$ cat config.mk
export PLATFORM = sky130hd
export DESIGN_NAME = signed_threshold_scanner
export DESIGN_NICKNAME = d
export VERILOG_FILES = /design/src/rtl/signed_threshold_scanner.sv
export SDC_FILE = /design/constraint.sdc
export NUM_CORES = 1
export LEC_CHECK = 0
export ABC_AREA = 0
export BUFFER_PORTS_ARGS = -buffer_cell sky130_fd_sc_hd__buf_2
export CORE_MARGIN = 10
export CORE_UTILIZATION = 48
export DETAILED_ROUTE_END_ITERATION = 16
export HOLD_SLACK_MARGIN = 0.02
export PLACE_DENSITY = 0.86
export SYNTH_ARGS = -nofsm -noshare
export SYNTH_HDL_FRONTEND = slang
export SYNTH_SLANG_ARGS = --single-unit
$ cat constraint.sdc
create_clock -name clk -period 6.8 [get_ports clk]
set_input_delay 0 -clock clk [delete_from_list [all_inputs] [get_ports clk]]
set_output_delay 0 -clock clk [all_outputs]
set_load 0.005 [all_outputs]
$ cat src/rtl/signed_threshold_scanner.sv
// Signed threshold scanner: collects CHANNELS signed samples per frame and reports a hit mask and count.
// Define SIGNED_SCAN_PEAK_EN to build the frame peak tracker; without it out_peak is tied to 0.
module signed_threshold_scanner #(
    parameter int unsigned BITS     = 8,
    parameter int unsigned CHANNELS = 2
) (
    input  logic                          clk,
    input  logic                          rstn,
    input  logic                          in_valid,
    output logic                          in_ready,
    input  logic signed [BITS:0]          in_data,
    input  logic signed [BITS:0]          threshold,
    output logic                          out_valid,
    input  logic                          out_ready,
    output logic [CHANNELS-1:0]           out_mask,
    output logic [$clog2(CHANNELS+1)-1:0] out_count,
    output logic signed [BITS:0]          out_peak
);
    localparam int unsigned CW = $clog2(CHANNELS + 1);
    localparam int unsigned IW = (CHANNELS > 1) ? $clog2(CHANNELS) : 1;
    localparam logic [IW-1:0] LAST_IDX = IW'(CHANNELS - 1);

    typedef enum logic {
        COLLECT = 1'b0,
        HOLD    = 1'b1
    } state_t;

    state_t               state;
    state_t               next_state;
    logic [IW-1:0]        idx;
    logic [IW-1:0]        idx_next;
    logic signed [BITS:0] thr_q;
    logic signed [BITS:0] thr_eff;
    logic [CHANNELS-1:0]  mask_q;
    logic [CHANNELS-1:0]  mask_next;
    logic [CW-1:0]        count_q;
    logic [CW-1:0]        count_next;
    logic                 accept;
    logic                 first_beat;
    logic                 last_beat;
    logic                 hit;

    // State register
    always_ff @(posedge clk or negedge rstn) begin
        if (!rstn) begin
            state <= COLLECT;
        end else begin
            state <= next_state;
        end
    end

    // Next-state decode: a frame ends on the last accepted beat, HOLD ends on the result handshake
    always_comb begin
        next_state = state;
        case (state)
            COLLECT: if (accept && last_beat) next_state = HOLD;
            HOLD:    if (out_ready)           next_state = COLLECT;
            default:                          next_state = COLLECT;
        endcase
    end

    // Beat datapath; beat 0 compares against the threshold being latched on that same beat
    always_comb begin
        accept     = in_valid & in_ready;
        first_beat = (idx == '0);
        last_beat  = (idx == LAST_IDX);
        thr_eff    = first_beat ? threshold : thr_q;
        hit        = (in_data > thr_eff);
        mask_next  = first_beat ? '0 : mask_q;
        mask_next[idx] = hit;
        count_next = (first_beat ? '0 : count_q) + CW'(hit);
        idx_next   = last_beat ? '0 : idx + IW'(1);
    end

    // Frame accumulation and registered result/handshake outputs
    always_ff @(posedge clk or negedge rstn) begin
        if (!rstn) begin
            in_ready  <= 1'b0;
            out_valid <= 1'b0;
            idx       <= '0;
            thr_q     <= '0;
            mask_q    <= '0;
            count_q   <= '0;
            out_mask  <= '0;
            out_count <= '0;
        end else begin
            in_ready  <= (next_state == COLLECT);
            out_valid <= (next_state == HOLD);
            if (accept) begin
                idx     <= idx_next;
                mask_q  <= mask_next;
                count_q <= count_next;
                if (first_beat) begin
                    thr_q <= threshold;
                end
                if (last_beat) begin
                    out_mask  <= mask_next;
                    out_count <= count_next;
                end
            end
        end
    end

`ifdef SIGNED_SCAN_PEAK_EN
    logic signed [BITS:0] peak_q;
    logic signed [BITS:0] peak_next;

    // Running signed maximum, reloaded by the first sample of each frame
    always_comb begin
        peak_next = peak_q;
        if (first_beat || (in_data > peak_q)) begin
            peak_next = in_data;
        end
    end

    always_ff @(posedge clk or negedge rstn) begin
        if (!rstn) begin
            peak_q   <= '0;
            out_peak <= '0;
        end else if (accept) begin
            peak_q <= peak_next;
            if (last_beat) begin
                out_peak <= peak_next;
            end
        end
    end
`else
    assign out_peak = '0;
`endif

endmodule

Word level (Yosys, flattened, before mapping)
Cells that the tools add are included.
- output and inout bits: 15
- input port bits: 22
- logic and storage cells: 29
- bits in registers: 20
- order comparisons: 3
- bitwise gates (word level): 3
- reductions and logical operators: 3
- muxes and demuxes: 10
- add/subtract/negate cells: 2
- operators by type and width (cell ; number):
    $gt 9x9->1 ; 1
    $mux 9 ; 1
    $mux 1 ; 4
    $mux 2 ; 2
    $add 2x1->2 ; 1
    $bwmux 2 ; 1
    $logic_and 1x1->1 ; 2
    $lt 1x2->1 const B ; 1
    $not 1->1 ; 2
    $pmux 1 s2 ; 1
    $reduce_and 2->1 ; 1
    $add 1x1->1 const B ; 1
    $and 1x1->1 ; 1
    $demux 1 s1 ; 1
    $ge 1x1->1 const B ; 1

Depth between registers and ports, before layout
Gate-level depths: netlist of run 1.
- depth in word-level cells: 5
- depth in mapped cells: 12

Worst setup path after synthesis of run 1
No wires, ideal clock.
- kind: reg-to-reg
- start: register idx
- end: register out_count[0]
- stages on the path, launching flop included: 11
- clock period less this slack: 2.541 ns
- data arrival time: 2.416 ns
- slack: 4.259 ns
- library setup time: 0.125 ns
- cells stage by stage: dfrtp_1 clkbuf_1 buf_2 mux2i_1 ha_1 a211oi_1 o221ai_1 a41oi_1 nor2_1 ha_1 mux2_2
- longest elaborated chain between the ends: 3
- RTL lines (element ; RTL line ; RTL):
    start: declaration ; 30 ; logic [IW-1:0] idx;
    start signal: assignment ; 90 ; idx <= idx_next;
    $mux 9 ; 67 ; thr_eff = first_beat ? threshold : thr_q;
    $gt 9x9->1 ; 68 ; hit = (in_data > thr_eff);
    $add 2x1->2 (*) ; 71 ; count_next = (first_beat ? '0 : count_q) + CW'(hit);
    via count_next[0] ; 37 ; logic [CW-1:0] count_next;
    end signal: assignment ; 98 ; out_count <= count_next;
    end: declaration ; 16 ; output logic [$clog2(CHANNELS+1)-1:0] out_count,
Mark *: on every way through the listed nets, which the timed path passes. The rest lies on a longest branch.
A chain may end at the register's enable or synchronous reset.

Worst setup path after layout of run 1
- start: register idx
- end: register count_q[1]
- longest elaborated chain between the ends: 3
- RTL lines (element ; RTL line ; RTL):
    $mux 9 ; 67 ;
    $gt 9x9->1 ; 68 ;
    $add 2x1->2 (*) ; 71 ;
    end signal: assignment ; 92 ; count_q <= count_next;
    end: declaration ; 36 ; logic [CW-1:0] count_q;
Mark *: on every way between the ends. The rest lies on a longest branch, timed or not.

==> results.cfg, run 1 <==
[outcome]
run_status = finished clean

[critical_path]
endpoint_kind = flip-flop
required_ps = 7040
slowest_stage = dfrtp_1
slowest_delay_ps = 760
crit_fanout = 15
critPathArrivalTime_ps = 3050
path_class = reg2reg
r2r_start = idx
worstPathCellList = mux2i_1 > ha_1 > a211oi_1 > o221ai_1 > a41oi_1 > nor2_1 > ha_1 > nand3_1 > o21ai_0 > a31oi_1
crit_top_cell = ha_1
critPathTopFamily = compound AO/OA/AOI/OAI gates
startpoint_type = flip-flop
startpoint = idx
path_buf_inv = 0

[power_and_ir_drop]
finalPower_mw = 0.5374
switchingPower_mw = 0.1979
swShare_pct = 36.82
p_int_mw = 0.3396
seq_power_share_pct = 40.2
powerDensity_nw_per_um2 = 382.2
power.leakage_nw = 0.7130
clkPwrFrac_pct = 11.2
ir_drop_mv = 0.1971
pwr-share-comb_pct = 48.5

[place]
placed_cells = 149
io_buffers = 27
gp_congestion = 0.8044
dp_hpwl_um = 1915

[floorplan]
rows = 17
dieArea_um2 = 4742
io_pins = 37
coreArea_um2 = 2233
start_util_pct = 51.32
die_w_um = 68.87
die_h_um = 68.87

[global_route]
grt_antenna_before_repair = 0
gr-total-overflow = 0
gr-usage-all-layers_pct = 11.31
grt_max_degree = 20
grt_pass1_wl_um = 4057
grt_pass1_vias = 910

[layout]
area_growth_pct = 22.71
insertedDiodeCount = 0
fin_util_pct = 62.97
final_nets = 170
final_cells = 165
drive_gt1_share_pct = 33.58

[timing]
tns_ps = 0
finalCritPeriodShare_pct = 41.46
rsz0062_at_grt = false
slew_violations = 0
worst_slew_pin_slew_ps = 619.4
fmax_mhz = 354.7
maxSlewHeadroom_pct = 58.71
finalClockSkew_ps = 4.315
setup_viol = 0
finalHoldViolCount = 0
layout_min_cycle_time_ps = 2819

[logic_synthesis]
yosysWarnings = 0
ys_ff_latch = 19
yosys.area.top_type = dfrtp_1
async_flop_share_pct = 100.0
synth_area_um2 = 1146
synth_top_area_share_pct = 41.48
synthTopCellsByArea = dfrtp_1, ha_1, mux2_4, mux2i_1, buf_4
seq_area_frac_synth_pct = 41.48
synth-main-ff-cell = dfrtp_1
synth_edf_count = 0
syn_inst = 98
yosys-top-cells-count = dfrtp_1, ha_1, buf_4, mux2i_1, mux2_4
syn_area_per_cell_um2 = 11.69
synth_most_common_cell = dfrtp_1
ys_types = 27

[routing]
drt_iter0_drc = 15
firstDrtPassIters = 3
vias = 841
wl_per_cell_um = 14.77
antenna_left = 0
viasPerCell = 5.097
drc = 0
drt_wl_total_um = 2437

[clock_tree]
postCtsSetupBuffers = 0
cts.clk_slew.worst_paths_ps = 110
numCtsBuffers = 3
cts.htree.levels = 1
clock-sinks = 19
cts_root_buf = clkbuf_4
cts_tree = done
clk_latency_ps = 310
clock_path_buffers = 2

[run]
maxCapViolCount = 0

[min_path]
hp-class = in2async
==> state kept, by name (all words and copies together) (netlist names) <==
name,cells
count_q,2
out_mask,2
mask_q,1
idx,1
thr_q,9
out_valid,1
in_ready,1
out_count,2
==> final timing paths <==
check	cells after the start	to	slack, ps
hold / removal	2	idx	140
setup / recovery	10	count_q[1]	3980
max in group asynchronous	2	out_mask[0]	6370
min in group clk	5	out_mask[1]	240
hold reg to reg	2	out_count[1]	490
setup reg to reg	10	count_q[1]	3980
==> metal layers <==
layer  track usage [%]  share of wire (%)  vias to the layer above
li1                  -                  -                      409
met1             12.09                 41                      402
met2             18.84                 49                       23
met3             3.543                6.8                        7
met4             7.389                3.3                        0
met5                 0                  0                        -
==> through the flow <==
step	worst slack [ps]	cell area (µm²)	hold slack [ps]
finish	3981	1406	140.4
detailed placement	4011	1259	-44.05
floorplan	4259	1176	-295.6
global placement	4182	1259	-41.49
CTS	3973	1406	148.6
global route	3732	1406	158.3
==> placed cells by master, fill, tap and decap left out <==
master,n
a211oi_1,2
a31oi_1,2
a41oi_1,1
and2_1,1
buf_2,27
clkbuf_4,3
clkinv_2,1
conb_1,9
dfrtp_1,19
dlygate4sd3_1,12
ha_1,10
inv_1,3
mux2_2,6
mux2_4,7
mux2i_1,9
nand2_1,5
nand2_2,1
nand3_1,4
nand4_1,2
nor2_1,3
o21a_1,1
o21ai_0,4
o21bai_1,1
o221ai_1,1
o31ai_1,1
or2_4,1
xnor2_1,1
==> cells by family (layout without fill, tap and decap cells) <==
family / after synthesis / count (layout) / synth area share (%)
flip-flops: 19 / 19 / 41.49
XOR/XNOR: 1 / 1 / 0.7643
AO/OA/AOI/OAI: 13 / 13 / 7.642
other: 1 / 9 / 0.3272
buffers and inverters: 15 / 46 / 8.623
adder cells (fa/ha/maj): 10 / 10 / 10.92
multiplexers: 22 / 22 / 22.93
AND/OR/NAND/NOR: 17 / 17 / 7.315
==> repair_timing <==
item / CTS / global route
gates resized for setup: 0 / 0
hold endpoints to repair: 31 / 0
hold buffers: 12 / 0
endpoints found under the setup margin: 0 / 0
==> final cells by class <==
cell class | count | area [µm²]
Fill cell | 187 | 827.0
Multi-Input combinational cell | 72 | 601.8
Sequential cell | 19 | 475.5
Timing Repair Buffer | 39 | 255.2
Tap cell | 28 | 35.03
Clock buffer | 3 | 22.52
Inverter | 3 | 11.26
Clock inverter | 1 | 5.005
==> power groups by stage <==
stage,clock [mW],sequential [mW],combinational [mW]
finish,0.0602,0.216,0.261
global route,0.0671,0.226,0.293
CTS,0.0616,0.215,0.263
detailed placement,0,0.218,0.257
global placement,0,0.214,0.245
floorplan,0,0.197,0.217
Note: power is estimated with default switching activity, not from simulation.
==> inputs of run 2 (changes only) <==
Clock period 6.8 ns to 2.8 ns, I/O delays scaled along.
==> run 2 against run 1 <==
Effect of this change: clock-buffer cell count is 1 higher; wire length hardly changed; global-route usage is 0.37 points lower; hold slack better by 26 ps; combinational power grew to 2.5 times the previous value; setup slack worse by 3700 ps; critical path depth is 1 lower; largest cell class unchanged.
==> results.cfg, run 2 (same netlist as run 1, synthesis figures left out) <==
[clock_tree]
cts_root_buf = clkbuf_4
cts.htree.levels = 1
cts_tree = done
cts.clk_slew.worst_paths_ps = 100
clk_latency_ps = 290
clock-sinks = 19
numCtsBuffers = 3
postCtsSetupBuffers = 0
clock_path_buffers = 2

[outcome]
run_status = finished clean

[timing]
holdWs_ps = 166.3
setup_viol = 0
rsz0062_at_grt = false
fmax_mhz = 392.3
tns_ps = 0
slew_violations = 0
finalCritPeriodShare_pct = 91.05
finalClockSkew_ps = 0.8663
layout_min_cycle_time_ps = 2549
finalHoldViolCount = 0

[critical_path]
path_class = reg2reg
slowest_stage = dfrtp_2
path_buf_inv = 1
crit_top_cell = ha_1
endpoint_kind = flip-flop
critPathTopFamily = adder cells
required_ps = 2990
startpoint_type = flip-flop
critPathArrivalTime_ps = 2740
slowest_delay_ps = 460
worstPathCellList = buf_4 > mux2i_1 > ha_1 > a211oi_1 > nand3_1 > a41oi_1 > nor2_1 > ha_1 > mux2_2
crit_fanout = 10

[global_route]
gr-total-overflow = 0
grt_antenna_before_repair = 0
gr-usage-all-layers_pct = 10.94
grt_max_degree = 20
grt_pass1_wl_um = 3981
grt_pass1_vias = 899

[layout]
fin_util_pct = 63.31
final_cell_mix = buf_2, dfrtp_1, dlygate4sd3_1
final_common_cell = buf_2
area_growth_pct = 23.36
drive_gt1_share_pct = 34.06
final_nets = 171
largest_reg_flops = 9
insertedDiodeCount = 0
regMostFlops = thr_q
n_fill_cell = 188

[power_and_ir_drop]
powerDensity_nw_per_um2 = 924.2
ir_drop_mv = 0.5181
power.leakage_nw = 0.7140

[routing]
viasPerCell = 5.036
vias = 836
drt_iter0_drc = 17
drt_wl_total_um = 2436
drc = 0
wl_per_cell_um = 14.67
firstDrtPassIters = 4
antenna_left = 0

[floorplan]
start_util_pct = 51.32
die_h_um = 68.87
rows = 17
dieArea_um2 = 4742
io_pins = 37
die_w_um = 68.87
coreArea_um2 = 2233

[min_path]
hp-class = in2async

[place]
dp_hpwl_um = 1921
io_buffers = 27
gp_congestion = 0.8917

[run]
maxCapViolCount = 0
[run 2: cell types whose count changed in the layout (fill, tap and decap cells not counted)]
cell,delta
dfrtp_1,-1
dfrtp_2,+1
clkbuf_1,+1
buf_4,+1
clkinv_2,-1
[run 2: area by class of cell]
| cell class | count | area (µm²) | share of cell area [%] |
|---|---|---|---|
| multi-input combinational | 72 | 601.8 | 42.57 |
| sequential | 19 | 476.7 | 33.72 |
| inverter | 3 | 11.26 | 0.7965 |
| timing repair buffer | 40 | 262.8 | 18.58 |
| tap | 28 | 35.03 | 2.478 |
| clock buffer | 4 | 26.28 | 1.858 |
[run 2: layer usage]
metal	track usage (%)	vias up	part of all wire, %
li1	-	418	-
met1	11.97	396	41
met2	19.75	22	52
met3	3.543	0	6.7
met4	2.956	0	0
met5	0	-	0
[run 2: what timing repair did]
item / CTS / global route
endpoints found under the hold margin: 31 / 0
gates resized for setup: 0 / 1
setup endpoints to repair: 0 / 3
hold buffers: 12 / 0
[run 2: worst paths after layout]
check,start,endpoint,slack [ps],depth (start not counted)
max,idx,out_count[0],250,9
min,rstn,out_count[1],170,2
max reg2reg,idx,out_count[0],250,9
min reg2reg,out_count[1],out_count[1],480,2
max in group asynchronous,rstn,idx,2320,2
min in group clk,in_data[8],mask_q[0],260,5
[run 2: power by group]
part           switching, mW  total, mW  internal [mW]
Combinational          0.294      0.663          0.369
Sequential            0.0933      0.505          0.412
Clock                 0.0829      0.138         0.0555
[run 2: stage by stage]
stage / std cells / cell area [µm²] / setup WS (ps) / power, mW
4_1_cts: 166 / 1413 / 149.8 / 1.317
3_5_place_dp: 150 / 1266 / 175.6 / 1.165
3_3_place_gp: 150 / 1266 / 319.0 / 1.126
6_report: 166 / 1414 / 250.7 / 1.307
5_1_grt: 166 / 1414 / 85.31 / 1.416
2_1_floorplan: 106 / 1176 / 259.4 / 1.007
